`src/rtl/mem_arbiter.sv`:
```
// mem_arbiter: round-robin fetch/data arbiter onto one memory port with lock, timeout and size abort.
// Define MEM_ARB_ALIGN_CHECK_EN to abort misaligned data accesses instead of forcing alignment.
module mem_arbiter #(
    parameter int TIMEOUT_CYCLES = 16
) (
    input  logic        clk,
    input  logic        rst,
    input  logic        if_req,
    input  logic [31:0] if_addr,
    output logic        if_done,
    output logic        if_abort,
    output logic [31:0] if_rdata,
    input  logic        d_req,
    input  logic        d_we,
    input  logic        d_lock,
    input  logic [31:0] d_addr,
    input  logic [1:0]  d_size,
    input  logic [31:0] d_wdata,
    output logic        d_done,
    output logic        d_abort,
    output logic [31:0] d_rdata,
    output logic        mem_req,
    output logic        mem_we,
    output logic [31:0] mem_addr,
    output logic [31:0] mem_wdata,
    output logic [3:0]  mem_be,
    input  logic [31:0] mem_rdata,
    input  logic        mem_ready
);
    typedef enum logic [1:0] {IDLE, BUS, RESP, ABORT} state_t;
    state_t      state;
    logic        last_d, lock, gnt_d, g_lock;
    logic [1:0]  sz, off, size_g;
    logic [7:0]  cnt;
    logic        pick_d, go, bad;
    logic [31:0] addr_g, aligned_g, wdata_g, rd_ext;
    logic [3:0]  be_g;
    logic [15:0] sh;
    always_comb begin
        pick_d = d_req && (lock || !if_req || !last_d);
        // a pulse still showing belongs to the access just finished, so its req is not a new request
        go = (if_req || d_req) && !(if_done || if_abort || d_done || d_abort);
        size_g = pick_d ? d_size : 2'b10;
        addr_g = pick_d ? d_addr : if_addr;
`ifdef MEM_ARB_ALIGN_CHECK_EN
        bad = pick_d && (d_size == 2'b11 || (d_size == 2'b10 && d_addr[1:0] != 2'b00) ||
                         (d_size == 2'b01 && d_addr[0]));
`else
        bad = pick_d && d_size == 2'b11;
`endif
        be_g = size_g == 2'b00 ? 4'b0001 << addr_g[1:0] :
               size_g == 2'b01 ? (addr_g[1] ? 4'b1100 : 4'b0011) : 4'b1111;
        aligned_g = size_g == 2'b10 ? {addr_g[31:2], 2'b00} :
                    size_g == 2'b01 ? {addr_g[31:1], 1'b0} : addr_g;
        wdata_g = d_size == 2'b00 ? {4{d_wdata[7:0]}} :
                  d_size == 2'b01 ? {2{d_wdata[15:0]}} : d_wdata;
        sh = 16'(mem_rdata >> (sz == 2'b01 ? {off[1], 4'b0000} : {off, 3'b000}));
        rd_ext = sz == 2'b00 ? {24'h0, sh[7:0]} : sz == 2'b01 ? {16'h0, sh} : mem_rdata;
    end
    always_ff @(posedge clk) begin
        if (rst) begin
            state     <= IDLE;
            mem_req   <= 1'b0;
            mem_we    <= 1'b0;
            mem_be    <= 4'b0000;
            mem_addr  <= 32'h0;
            mem_wdata <= 32'h0;
            if_rdata  <= 32'h0;
            d_rdata   <= 32'h0;
            if_done   <= 1'b0;
            if_abort  <= 1'b0;
            d_done    <= 1'b0;
            d_abort   <= 1'b0;
            lock      <= 1'b0;
            last_d    <= 1'b0;
            gnt_d     <= 1'b0;
            g_lock    <= 1'b0;
            sz        <= 2'b00;
            off       <= 2'b00;
            cnt       <= 8'h0;
        end else begin
            if_done  <= 1'b0;
            if_abort <= 1'b0;
            d_done   <= 1'b0;
            d_abort  <= 1'b0;
            case (state)
                IDLE: if (go) begin
                    gnt_d     <= pick_d;
                    last_d    <= pick_d;
                    sz        <= size_g;
                    off       <= addr_g[1:0];
                    cnt       <= 8'h0;
                    mem_addr  <= aligned_g;
                    mem_be    <= be_g;
                    mem_we    <= pick_d && d_we;
                    mem_wdata <= pick_d ? wdata_g : 32'h0;
                    if (pick_d) begin
                        g_lock <= d_lock;
                        if (!d_lock) lock <= 1'b0;
                    end
                    if (bad) begin
                        state   <= ABORT;
                        d_abort <= 1'b1;
                    end else begin
                        state   <= BUS;
                        mem_req <= 1'b1;
                    end
                end
                BUS: if (mem_ready) begin
                    mem_req <= 1'b0;
                    state   <= RESP;
                    if (gnt_d) d_rdata <= rd_ext;
                    else if_rdata <= mem_rdata;
                end else if (cnt == 8'(TIMEOUT_CYCLES - 1)) begin
                    mem_req <= 1'b0;
                    state   <= ABORT;
                    if (gnt_d) d_abort <= 1'b1;
                    else if_abort <= 1'b1;
                end else begin
                    cnt <= cnt + 8'h1;
                end
                RESP: begin
                    state <= IDLE;
                    if (gnt_d) begin
                        d_done <= 1'b1;
                        lock   <= g_lock;
                    end else begin
                        if_done <= 1'b1;
                    end
                end
                default: state <= IDLE;
            endcase
        end
    end
endmodule

```
`config.mk`:
```
export PLATFORM = sky130hd
export DESIGN_NAME = mem_arbiter
export DESIGN_NICKNAME = d
export VERILOG_FILES = /design/src/rtl/mem_arbiter.sv
export SDC_FILE = /design/constraint.sdc
export NUM_CORES = 1
export LEC_CHECK = 0
export ABC_CLOCK_PERIOD_IN_PS = 2100
export CORE_MARGIN = 2
export CORE_UTILIZATION = 57
export CTS_CLUSTER_DIAMETER = 100
export DETAILED_ROUTE_END_ITERATION = 6
export DONT_BUFFER_PORTS = 1
export PLACE_DENSITY = 0.72
export SLEW_MARGIN = 20
export SYNTH_ARGS = -nofsm -noshare
export SYNTH_HDL_FRONTEND = slang
export SYNTH_SLANG_ARGS = --single-unit
```
`constraint.sdc`:
```
create_clock -name clk -period 2.1 [get_ports clk]
set_input_delay 0.315 -clock clk [delete_from_list [all_inputs] [get_ports clk]]
set_output_delay 0.315 -clock clk [all_outputs]
set_load 0.005 [all_outputs]
```
* After elaboration in Yosys (flattened, before gate mapping)
Cells that the tools add are included.
Widths: inputs -> output; s select.
** Storage, ports and cells
- Flip-flop bits (word level) :: 155
- Bits in latches :: 0
- Memory bits (writable) :: 0
- Memory bits (read-only) :: 0
- Memories :: 0
** Operators by class
- Add/subtract/negate cells :: 1
- $mul :: 0
- Divide/modulo/power cells :: 0
- $lt $le $gt $ge :: 0
- Equal/unequal tests :: 16
- Shift operators :: 2
- Multiplexer cells :: 39
- Bitwise gates (word level) :: 4
- Reduce and logical (&&, ||, !) cells :: 29
** Operator list (number)
- $mux 32 :: 6
- $shr 32x5->16 :: 1
- $mux 8 :: 3
- $mux 4 :: 4
- $pmux 8 s2 :: 1
- $mux 1 :: 15
- $ne 2x2->1 const B :: 7
- $mux 2 :: 6
- $reduce_and 3->1 :: 3
- $add 8x1->8 const B :: 1
- $eq 2x1->1 const B :: 4
- $eq 8x4->1 const B :: 1
- $logic_not 2->1 :: 4
- $reduce_and 4->1 :: 2
- $eq 2x2->1 const B :: 3
- $logic_or 1x1->1 :: 6
- $pmux 1 s2 :: 3
- $reduce_and 5->1 :: 1
- $logic_and 1x1->1 :: 4
- $not 1->1 :: 4
- $pmux 2 s2 :: 1
- $reduce_and 2->1 :: 2
- $reduce_bool 2->1 :: 2
- $reduce_or 4->1 :: 1
- other kinds (4) :: 6

* Logic depth before layout (Yosys ltp)
- Depth after elaboration :: 8
- Gate-level depth with buffers :: 8
- Gate-level depth less buffers :: 6

* Least setup slack after synthesis
No wires, ideal clock.
- Path type :: register to register
- Start point :: register cnt[7]
- End point :: register cnt[2]
- Library setup time :: 120 ps
- Data arrival time :: 1489 ps
- Required time :: 1980 ps
- Setup slack :: 492 ps
- Stages on the path, launching flop included :: 7
- Buffers on the path :: 1
- Period minus slack after synthesis :: 1608 ps
- Cells stage by stage :: dfxtp_1 > or4_1 > o21ai_2 > buf_2 > a21boi_0 > xnor2_1 > nor2_1
** On the way
- Cells in the longest elaborated chain, start to end :: 3
** Ends and longest elaborated chain
- start, declared :: line 34 : logic [7:0] cnt;
- start signal, assigned :: line 120 : cnt <= cnt + 8'h1;
- $eq 8x4->1 :: line 114 : end else if (cnt == 8'(TIMEOUT_CYCLES - 1)) begin
- $ne 2x2->1 (no source line)
- $reduce_and 4->1 (no source line)
Every way passes these cells.
A chain may end at the register's enable or synchronous reset.

* Final worst setup path
- Start point :: register if_abort
- End point :: register sz[0]
** On the way
- Cells in the longest elaborated chain, start to end :: 6
** Ends and longest elaborated chain
- start, declared :: line 11 : output logic if_abort,
- start signal, assigned :: line 71 : if_abort <= 1'b0;
- start signal, assigned :: line 83 : if_abort <= 1'b0;
- start signal, assigned :: line 118 : else if_abort <= 1'b1;
- $logic_or 1x1->1 (3 in series) :: line 42 : go = (if_req || d_req) && !(if_done || if_abort || d_done || d_abort);
- $logic_not 1->1 :: line 42
- $logic_and 1x1->1 :: line 42
- $reduce_and 2->1 (no source line)
- end signal, assigned :: line 90 : sz <= size_g;
- end, declared :: line 33 : logic [1:0] sz, off, size_g;
Every way passes these cells.

==> results.toml <==
[outcome]
status = "finished, final reports clean"

[worst_setup_path]
cp_slowest_cell = "dlygate4sd3_1"
crit_chain = "nor3_4 -> o2111a_2 -> buf_12 -> nand3_1 -> a21oi_1 -> dlygate4sd3_1"
required_ns = 2.46
critPathTopFamily = "buffers and inverters"
startpoint_type = "register"
r2r_slack_ns = 0.12
reg2reg_to = "sz[0]"
critPathMaxFanout = 34
r2r_start = "if_abort"
path_buf_inv = 2
crit_arrival_ns = 2.34
path_class = "reg2reg"
cpPeakStageDelay_ns = 0.55
r2r.worst_path.cells = 6
end_kind = "register"

[finish]
stdcell_count = 958
syn_to_final_growth_pct = 13.95
drive_gt1_share_pct = 10.18
antenna-diode-count = 0
final_util_pct = 66.27
nNetsFinal = 941

[pwr]
p_leak_nw = 2.792
ir_drop_mv = 0.4982
p_per_area_nw_per_um2 = 993.9

[hold_path]
min_to = "mem_wdata[2]"
min_from = "d_wdata[2]"
holdCritPathClass = "in2reg"
worstHoldPathCells = 1

[yosys]
avgSynthCellArea_um2 = 8.148
async_flop_share_pct = 0
synth_edf_count = 0
yosysTopAreaCellShare_pct = 47.13
synth_cells = 808
synth_warnings = 0
synth_common_cells = "nand2_1, dfxtp_1, a21oi_1"
ys.flop_type = "dfxtp_1"
synthesis.nets = 946
synth_top_area_cell = "dfxtp_1"
ys_seq_area_share_pct = 47.13
synth_area_leaders = "dfxtp_1, nand2_1, a21oi_1, nor2_1, a311oi_1"
synth_cell_type_count = 51
synth_seq_cells = 155
syn_area_um2 = 6584
yosysMostFrequentCell = "nand2_1"

[flow_run]
maxCapViolCount = 0

[clock_network]
cts_sinks = 155
clock_latency_ns = 0.42
htreeDepth = 4
root_buffer = "clkbuf_16"
clock_path_buffers = 2
cts_tree = "built"
cts-buffers-inserted = 17
clkSlewWorstSetupHoldPaths_ns = 0.06

[sta]
fmax_ghz = 0.5053
finalSetupTns_ns = 0
rsz0062_at_grt = "no"
min_period_ns = 1.979
worstMarginPinSlew_ns = 0.4758
hold_viol = 0
period_share_pct = 94.24
slew_headroom_pct = 68.27
skew_ns = 0.005672
setup_viol = 0
final-max-slew-violation-count = 0
timing.hold.ws_ns = 0.02641

[die]
die_area_um2 = 12430
dieWidth_um = 111.5
start_util_pct = 58.16
placementRows = 39
boundaryPins = 275
coreArea_um2 = 11320
fp.dieH_um = 111.5

[place]
post-dp-hpwl_um = 12970
port_buffers = 0
place_inst = 902
place_congestion = 0.9243

[grt]
grt-ovfl-total = 0
grt_pass1_vias = 5595
groute.usage.overall_pct = 29.34
grt_max_degree = 93
grt_pass1_wl_um = 29100
antenna_found_initial = 0

[route]
drcViolationCount = 0
wirelength_um = 19060
vias = 5974
viasPerCell = 6.236
drtIter0Drc = 450
firstDrtPassIters = 5
routedWlPerCell_um = 19.90
ant_nets = 0
-- sequential cells by signal (all words and copies together), names as in the netlist, 2 cells and up --
name	count
mem_be	4
d_rdata	32
mem_wdata	32
sz	2
if_rdata	32
state	2
cnt	8
off	2
mem_addr	32
-- worst max path at each step --
stage	startpoint	endpoint	slack, ns	cells after the start
after global placement	state[0]	cnt[7]	0.32	5
final	if_abort	sz[0]	0.12	6
after CTS	if_abort	sz[0]	0.04	6
after floorplan	cnt[7]	cnt[2]	0.49	6
after detailed placement	if_abort	mem_be[1]	0.25	5
after global routing	if_abort	sz[0]	0.0004	6
-- final cells by class --
type	instances	area [um^2]
clock buffers	23	478.0
clock inverters	8	92.59
fillers	979	3819
inverters	7	26.28
multi-input cells	577	3178
flip-flops and latches	155	3104
well taps	143	178.9
repair buffers	45	444.2
-- cells by family (layout without fill, tap and decap cells) --
logic type / after synthesis / in the layout / synth area share (%)
AO/OA/AOI/OAI: 198 / 198 / 21.02
adder cells (fa/ha/maj): 1 / 1 / 0.1900
multiplexers: 24 / 24 / 3.649
XOR/XNOR: 6 / 6 / 0.7982
AND/OR/NAND/NOR: 348 / 348 / 22.24
buffers and inverters: 76 / 83 / 4.979
flip-flops: 155 / 155 / 47.13
-- routing by layer --
layer / GRT usage, % / vias up / share of wire (%)
met5: 0 / - / 0
met4: 13.58 / 0 / 3.8
met3: 11.54 / 56 / 11
met2: 49.02 / 338 / 48
met1: 33.13 / 2769 / 37
li1: - / 2811 / -
-- metrics by stage --
stage,power (mW),instance area [um^2],setup slack [ns]
2_1_floorplan,4.199,6584,0.4915
3_3_place_gp,4.381,6643,0.3209
3_5_place_dp,4.423,6643,0.2490
4_1_cts,7.436,7451,0.03880
5_1_grt,7.735,7502,0.0003542
6_report,7.456,7502,0.1209
-- cell usage in the layout (no fill, tap or decap), types with 3 or more instances in the layout --
| cell type | count |
|---|---|
| a21boi_0 | 3 |
| a32oi_1 | 4 |
| dfxtp_1 | 154 |
| nand3_1 | 29 |
| a21oi_1 | 76 |
| o21ai_0 | 11 |
| nor2_1 | 74 |
| a311oi_1 | 31 |
| clkbuf_1 | 3 |
| a22o_1 | 14 |
| inv_1 | 6 |
| a221oi_1 | 6 |
| clkinv_2 | 5 |
| o21ai_2 | 20 |
| nor3_1 | 18 |
| nand2b_1 | 3 |
| nand4_1 | 3 |
| a211oi_1 | 7 |
| mux2i_1 | 24 |
| o2111ai_1 | 8 |
| nand2_1 | 203 |
| clkbuf_16 | 18 |
| clkbuf_8 | 3 |
| xnor2_1 | 6 |
| buf_4 | 20 |
| o21ai_1 | 5 |
| dlygate4sd3_1 | 21 |
-- power by group --
| part | total, mW | switching [mW] | internal [mW] |
|---|---|---|---|
| Combinational | 1.09 | 0.660 | 0.429 |
| Sequential | 3.40 | 0.216 | 3.18 |
| Clock | 2.97 | 1.14 | 1.83 |
-- timing repair --
| action | 4_1_cts | 5_1_grt |
|---|---|---|
| gates resized for setup | 0 | 3 |
| hold buffers | 22 | 0 |
| endpoints found under the setup margin | 0 | 21 |
| endpoints found under the hold margin | 112 | 0 |
| setup buffers | 0 | 2 |
(Power assumes the default switching activity.)
